[config.mk]
export PLATFORM = sky130hd
export DESIGN_NAME = credit_vc_rx_buffer
export DESIGN_NICKNAME = d
export VERILOG_FILES = /design/src/rtl/common_pkg.sv /design/src/rtl/credit_vc_fifo.sv /design/src/rtl/credit_vc_rx_buffer.sv
export SDC_FILE = /design/constraint.sdc
export NUM_CORES = 1
export LEC_CHECK = 0
export CORE_MARGIN = 4
export CORE_UTILIZATION = 54
export CTS_CLUSTER_DIAMETER = 50
export DETAILED_ROUTE_END_ITERATION = 12
export GPL_TIMING_DRIVEN = 0
export PLACE_DENSITY = 0.84
export SYNTH_ARGS = -nofsm -noshare
export SYNTH_HDL_FRONTEND = slang
export SYNTH_SLANG_ARGS = --single-unit
export TNS_END_PERCENT = 100
[constraint.sdc]
create_clock -name clk -period 4.8 [get_ports clk]
set_input_delay 0.96 -clock clk [delete_from_list [all_inputs] [get_ports clk]]
set_output_delay 0.96 -clock clk [all_outputs]
set_load 0.005 [all_outputs]
[src/rtl/common_pkg.sv]
// Shared sizing constants and helpers for the credit-based VC link blocks.
package common_pkg;

    localparam int DEFAULT_N             = 8;
    localparam int DEFAULT_A_W           = 3;
    localparam int DEFAULT_D_W           = 8;
    localparam int DEFAULT_VC_W          = 2;
    localparam int DEFAULT_VC_FIFO_DEPTH = 3;

    // A flit carries address, data and one framing bit.
    function automatic int flit_w(input int a_w, input int d_w);
        return a_w + d_w + 1;
    endfunction

    localparam int DEFAULT_FLIT_W = flit_w(DEFAULT_A_W, DEFAULT_D_W);

    function automatic int ptr_w(input int depth);
        return (depth > 1) ? $clog2(depth) : 1;
    endfunction

endpackage

[src/rtl/credit_vc_fifo.sv]
// Single-VC flit FIFO; head is read straight from storage, so no input-to-output path exists.
module credit_vc_fifo
    import common_pkg::*;
#(
    parameter int W     = DEFAULT_FLIT_W,
    parameter int DEPTH = DEFAULT_VC_FIFO_DEPTH - 1,
    localparam int CNT_W = $clog2(DEPTH + 1),
    localparam int PTR_W = ptr_w(DEPTH)
) (
    input  logic         clk,
    input  logic         rst,
    input  logic         push,
    input  logic         pop,
    input  logic [W-1:0] din,
    output logic [W-1:0] dout,
    output logic         empty,
    output logic         full
);

    logic [W-1:0]     mem [DEPTH];
    logic [PTR_W-1:0] wr_ptr;
    logic [PTR_W-1:0] rd_ptr;
    logic [CNT_W-1:0] count;
    logic             wr_en;
    logic             rd_en;

    function automatic logic [PTR_W-1:0] next_ptr(input logic [PTR_W-1:0] p);
        return (p == PTR_W'(DEPTH - 1)) ? '0 : p + PTR_W'(1);
    endfunction

    assign empty = (count == '0);
    assign full  = (count == CNT_W'(DEPTH));
    // Fullness is judged at the start of the cycle: a same-cycle pop does not free the slot.
    assign wr_en = push & ~full;
    assign rd_en = pop & ~empty;
    assign dout  = empty ? '0 : mem[rd_ptr];

    // NOTE: sequential state uses non-blocking assignments so every flop samples pre-edge values.
    always_ff @(posedge clk) begin
        if (rst) begin
            wr_ptr <= '0;
            rd_ptr <= '0;
            count  <= '0;
        end else begin
            if (wr_en) wr_ptr <= next_ptr(wr_ptr);
            if (rd_en) rd_ptr <= next_ptr(rd_ptr);
            case ({wr_en, rd_en})
                2'b10:   count <= count + CNT_W'(1);
                2'b01:   count <= count - CNT_W'(1);
                default: count <= count;
            endcase
        end
    end

    // NOTE: storage is deliberately not reset; stale entries are unreachable because dout is gated by empty.
    always_ff @(posedge clk) begin
        if (wr_en) mem[wr_ptr] <= din;
    end

`ifdef SIMULATION
    always @(posedge clk) begin
        if (!rst) assert (count <= CNT_W'(DEPTH)) else $error("credit_vc_fifo: push into full FIFO");
    end
`endif

endmodule

[src/rtl/credit_vc_rx_buffer.sv]
// Receive endpoint of the credit VC link: per-VC FIFOs, one credit pulse per dequeued flit, sticky error flags.
module credit_vc_rx_buffer
    import common_pkg::*;
#(
    parameter int N             = DEFAULT_N,
    parameter int A_W           = DEFAULT_A_W,
    parameter int D_W           = DEFAULT_D_W,
    parameter int VC_W          = DEFAULT_VC_W,
    parameter int VC_FIFO_DEPTH = DEFAULT_VC_FIFO_DEPTH,
    localparam int FLIT_W       = flit_w(A_W, D_W)
) (
    input  logic                          clk,
    input  logic                          rst,
    input  logic [FLIT_W-1:0]             i,
    input  logic [VC_W-1:0]               i_v,
    output logic [VC_W-1:0]               i_credit_gnt,
    output logic [VC_W-1:0][FLIT_W-1:0]   o,
    output logic [VC_W-1:0]               o_v,
    input  logic [VC_W-1:0]               o_bp,
    output logic                          overflow_err,
    output logic                          onehot_err
);

    if (A_W < $clog2(N)) begin : g_bad_a_w
        $error("credit_vc_rx_buffer: A_W too narrow to address N clients");
    end

    logic [VC_W-1:0] empty;
    logic [VC_W-1:0] full;
    logic [VC_W-1:0] pop;

    assign o_v = ~empty;
    assign pop = o_v & ~o_bp;

    for (genvar k = 0; k < VC_W; k++) begin : g_vc
        credit_vc_fifo #(
            .W     (FLIT_W),
            .DEPTH (VC_FIFO_DEPTH - 1)
        ) u_fifo (
            .clk   (clk),
            .rst   (rst),
            .push  (i_v[k]),
            .pop   (pop[k]),
            .din   (i),
            .dout  (o[k]),
            .empty (empty[k]),
            .full  (full[k])
        );
    end

    always_ff @(posedge clk) begin
        if (rst) begin
            i_credit_gnt <= '0;
            overflow_err <= 1'b0;
            onehot_err   <= 1'b0;
        end else begin
            i_credit_gnt <= pop;
            if (|(i_v & full)) overflow_err <= 1'b1;
            if (!$onehot0(i_v)) onehot_err <= 1'b1;
        end
    end

`ifdef SIMULATION
    int unsigned pop_total;
    int unsigned gnt_total;

    always_ff @(posedge clk) begin
        if (rst) begin
            pop_total <= 0;
            gnt_total <= 0;
        end else begin
            pop_total <= pop_total + 32'($countones(pop));
            gnt_total <= gnt_total + 32'($countones(i_credit_gnt));
        end
    end

    // Credits in flight are exactly the grants currently on the wire.
    always @(posedge clk) begin
        if (!rst) begin
            assert (gnt_total + 32'($countones(i_credit_gnt)) == pop_total)
                else $error("credit_vc_rx_buffer: credits returned differ from flits consumed");
            assert ($onehot0(i_v))
                else $warning("credit_vc_rx_buffer: multi-hot i_v");
        end
    end
`endif

endmodule
# Word-level counts from Yosys, hierarchy flattened
# Memory sizes are Yosys's and may differ from the RTL's. A register that Yosys moved wholly into a read port is not among the register bits.
# Index checks and enable logic that the tools add are counted.
[op_classes]
add_sub_neg = 9
magnitude_cmp = 1
n_eq_ne = 6
n_mux = 16
bitwise_logic = 12
reduce_logical = 5
[op_table]
columns = ["op", "count"]
rows = [
  ["$mux W12", 2],
  ["$mux W1", 12],
  ["$eq A2 B2 Y1 const B", 4],
  ["$pmux W2 S2", 2],
  ["$add A1 B1 Y1 const B", 4],
  ["$add A2 B1 Y2 const B", 2],
  ["$and A1 B1 Y1", 4],
  ["$and A2 B2 Y2", 2],
  ["$eq A2 B1 Y1 const B", 2],
  ["$logic_not A2 Y1", 2],
  ["$not A1 Y1", 4],
  ["$not A2 Y2", 2],
  ["$reduce_bool A2 Y1", 2],
  ["$sub A2 B1 Y2 const B", 2],
  ["$add A1 B1 Y2", 1],
  ["$le A2 B1 Y1 const B", 1],
  ["$reduce_or A2 Y1", 1],
]
[word_totals]
reg_bits = 12
ram_bits = 48
in_bits = 18
out_inout_bits = 30
word_cells = 60
n_memories = 2
[mem_list]
columns = ["memory", "depth", "word_bits", "read_ports", "rd_ports_with_merged_regs", "wr", "line_no", "text"]
rows = [
  ["g_vc[0].u_fifo.mem", 2, 12, 1, 1, 1, "credit_vc_fifo.sv:20", "logic [W-1:0] mem [DEPTH];"],
  ["g_vc[1].u_fifo.mem", 2, 12, 1, 1, 1, "credit_vc_fifo.sv:20", ""],
]

# Depth between registers and ports, before layout
[logic_depth]
depth_word = 6
mapped_depth = 7
mapped_depth_nobuf = 6

# By module
# A second synthesis with hierarchy kept.
[unflattened]
hier_cells = 168
area_unflattened_um2 = 2372.3
[modules_own_cells]
columns = ["mod", "instances", "cells_per_inst", "area_each_um2"]
rows = [
  ["credit_vc_fifo", 2, 77, 1119.8],
  ["credit_vc_rx_buffer", 1, 14, 132.6],
]

# Worst setup path before layout
# Ideal clock, no wire load.
[synth_path]
kind = "input to register"
startpoint = "input i_v[0]"
endpoint = "memory g_vc[0].u_fifo.mem[0][0] (netlist bit), enable pin"
arrival_time_ns = 1.605
required_time_ns = 4.456
path_slack_ns = 2.851
path_stages = 3
path_cell_list = "inv_1 -> or3_1 -> inv_1"
[synth_between]
elab_chain_cells = 3
[synth_lines]
columns = ["element", "line_no", "text"]
rows = [
  ["start, declared", "credit_vc_rx_buffer.sv:15", "input logic [VC_W-1:0] i_v,"],
  ["$and A1 B1 Y1", "credit_vc_fifo.sv:34", "assign wr_en = push & ~full;"],
  ["$mux W1", "credit_vc_fifo.sv:57", "if (wr_en) mem[wr_ptr] <= din;"],
  ["$mux W1 (implied by the code)", "credit_vc_fifo.sv:57", ""],
  ["end, declared", "credit_vc_fifo.sv:20", ""],
]
# No other way between the ends.

==> run_results.csv <==
group,metric,value,unit
worst_setup_path,cp-start-kind,"flip-flop",
synth,synthSimpleGateAreaFrac,8.99,%
synth,synth-xor-area-share,1.48,%
route,postRouteAntennaNets,0,
place,dpl.hpwl,3.22,mm
die,start_util,57.5,%
worst_setup_path,rrSetupSlack,2.61,ns
timing,worstMarginPinSlew,0.680,ns
worst_setup_path,critical_path_class,"reg2out",
timing,finalCritPeriodShare,63.6,%
synth,yosysSeqAreaShare,72.8,%
timing,period_needed,3.05,ns
place,gp_congestion,0.730,
power,ir_drop,320,uV
clocking,clk_latency,0.33,ns
clocking,cts_tree,"yes",
die,io_pins,48,
synth,synth_ff_type,"edfxtp_1",
route,dr.pass1.iters,4,
global_route,grt_overflow_total,0,
worst_setup_path,required,3.84,ns
global_route,track_usage,19.0,%
worst_setup_path,cpMaxStageDelayCell,"clkdlybuf4s50_1",
power,powerDensity,556,mW/mm^2
min_path,hold_depth,2,
synth,synth_top_family_by_area,"multiplexers",
die,dieArea,0.00550,sq mm
min_path,hold_end,"overflow_err",
synth,async_flop_share,0,%
synth,avgSynthCellArea,14.2,sq um
clocking,clock-root-buffer,"clkbuf_8",
synth,synth-adder-area-share,1.06,%
synth,synth_compound_area_share,3.54,%
timing,finalSetupTns,0,ns
synth,syn-num-nets,187,
worst_setup_path,worst-path-buf-inv,2,
route,wire_per_inst,16.8,um
worst_setup_path,crit_chain,"nor2_1, buf_2, nor2_1, clkdlybuf4s50_1",
worst_setup_path,critPathArrivalTime,2.09,ns
synth,synth-edff-count,48,
synth,ys_ff_latch,62,
clocking,cts_resized,0,
route,drtIter0Drc,136,
timing,slew_headroom,54.7,%
worst_setup_path,path_max_fanout,10,
route,routed_wl,4.69,mm
timing,max_freq,328,MHz
die,chipWidth,74.2,um
global_route,antenna_found_initial,0,
clocking,cts_buffers,9,
synth,synth.distinct_cells,19,
route,drcViolationCount,0,
min_path,worstHoldStart,"overflow_err",
die,fp.dieH,74.2,um
route,vias,1531,
layout,drive_above_1_share,6.11,%
clocking,post-cts-setup-buffers,0,
clocking,cts_max_path_buffers,2,
worst_setup_path,critical_path.startpoint,"g_vc[0].u_fifo.count[0]",
timing,grt_setup_unrepaired,"no",
layout,syn_to_final_growth,28.8,%
die,core-area,0.00412,sq mm
synth,netlist_area,0.00236,sq mm
worst_setup_path,r2r_start,"g_vc[0].u_fifo.count[0]",
clocking,cts.sinks,62,
worst_setup_path,endpoint_kind,"output pin",
layout,n_antenna_cell,0,
global_route,grt_max_degree,13,
layout,fillers,260,
worst_setup_path,slowest_delay,0.48,ns
synth,synth_cells,167,
clocking,holdBufCountCts,0,
timing,fin_skew,0.00651,ns
worst_setup_path,reg2regPathDepth,6,
layout,nets,245,
timing,slew_viol_final,0,
timing,finalSetupViolCount,0,
route,vias_per_cell,5.49,
global_route,grt_pass1_vias,1566,
clocking,clk_pin_slew_worst_paths,0.06,ns
synth,ys_warn_count,0,
power,leakagePower,1.08,nW
min_path,hold_class,"reg2reg",
place,portBuffers,47,
worst_setup_path,cp_common_cell,"nor2_1",
status,status,"finished clean",
global_route,grt_pass1_wl,7.27,mm
job,max_cap_violations,0,
layout,fin_area,0.00305,sq mm
place,placedInstanceArea,0.00290,sq mm
timing,hold_violations,0,
synth,synth.area.mux_share,10.2,%
die,row_count,23,
worst_setup_path,crit_family,"buffers and inverters",
worst_setup_path,timing.rr.end,"g_vc[0].u_fifo.count[1]",
clocking,htree_levels,3,
==> cells in the mapped netlist, types with 2 or more instances <==
cell type	n	share of area (%)
a21oi_1	9	1.9
and3_1	2	0.53
buf_2	4	0.85
dfxtp_1	14	12
edfxtp_1	48	61
ha_1	2	1.1
inv_1	6	0.95
mux2i_1	24	10
nand2_1	2	0.32
nand2b_1	2	0.53
nor2_1	32	5.1
nor2b_1	2	0.53
nor3_1	2	0.42
o21ai_0	6	1.3
or3_1	6	1.6
xnor2_1	2	0.74
xor2_1	2	0.74
==> metrics by stage <==
step | setup WS [ns] | hold slack [ns] | util [%] | std cells | power, mW
2_1_floorplan | 2.85 | 0.458 | - | 167 | 1.02
3_3_place_gp | 2.07 | 0.450 | 70.4 | 264 | 1.32
3_5_place_dp | 1.99 | 0.473 | 70.4 | 264 | 1.35
4_1_cts | 1.72 | 0.487 | 74.0 | 279 | 1.70
5_1_grt | 1.60 | 0.506 | 74.0 | 279 | 1.79
6_report | 1.75 | 0.490 | 74.0 | 279 | 1.69
==> worst max path at each step <==
stage,cells after the start,end
2_1_floorplan,3,g_vc[0].u_fifo.mem[0][0]
3_3_place_gp,4,g_vc[0].u_fifo.mem[0][4]
3_5_place_dp,4,g_vc[0].u_fifo.mem[0][4]
4_1_cts,4,o[8]
5_1_grt,4,o[8]
6_report,4,o[8]
==> cell usage in the layout, fill, tap and decap left out, types with 4 or more instances in the layout <==
cell,n
mux2i_1,24
or3_1,6
clkdlybuf4s50_1,47
o21ai_0,6
nor2_1,32
clkbuf_1,4
edfxtp_1,48
clkbuf_8,9
dfxtp_1,14
inv_1,6
a21oi_1,9
buf_2,4
==> registers in the layout, summed over array words and instances, names as in the netlist, named ones only <==
register / count
g_vc.u_fifo.rd_ptr: 2
overflow_err: 1
i_credit_gnt: 2
g_vc.u_fifo.mem: 48
g_vc.u_fifo.count: 4
onehot_err: 1
g_vc.u_fifo.wr_ptr: 2
==> where the power goes <==
part           internal [mW]  switching [mW]  leakage (nW)  total (mW)
Sequential             0.682          0.0436         0.564       0.725
Clock                  0.180           0.176        0.0753       0.356
Combinational          0.317           0.294         0.438       0.610
==> per-layer routing <==
layer,track usage (%),vias up,share of wire [%]
li1,-,715,-
met1,21.4,750,41
met2,30.8,54,51
met3,6.89,12,5.8
met4,11.7,0,2.5
met5,0,-,0
==> layout make-up <==
cell class | instances | area (sq um) | area share (%)
inverter | 6 | 22.5 | 0.740
clock inverter | 3 | 12.5 | 0.411
timing repair buffer | 47 | 470 | 15.4
sequential | 62 | 1720 | 56.5
multi-input combinational | 94 | 597 | 19.6
tap | 50 | 62.6 | 2.05
clock buffer | 12 | 135 | 4.44
buffer | 5 | 23.8 | 0.781
==> worst register-to-register path, stage by stage, from the launching register on <==
cell,delay (ns)
dfxtp_1,0.36
nor2_1,0.46
buf_2,0.37
nor2_1,0.07
ha_1,0.34
or3_1,0.37
a21oi_1,0.16
==> logic make-up after synthesis <==
family                     Yosys count
buffers and inverters               11
adders and majority gates            2
xor gates and xnor gates             4
AOI/OAI and AO/OA                   16
DFF                                 62
and+or+nand+nor                     48
muxes                               24
Power figures use the tool's default switching activity.
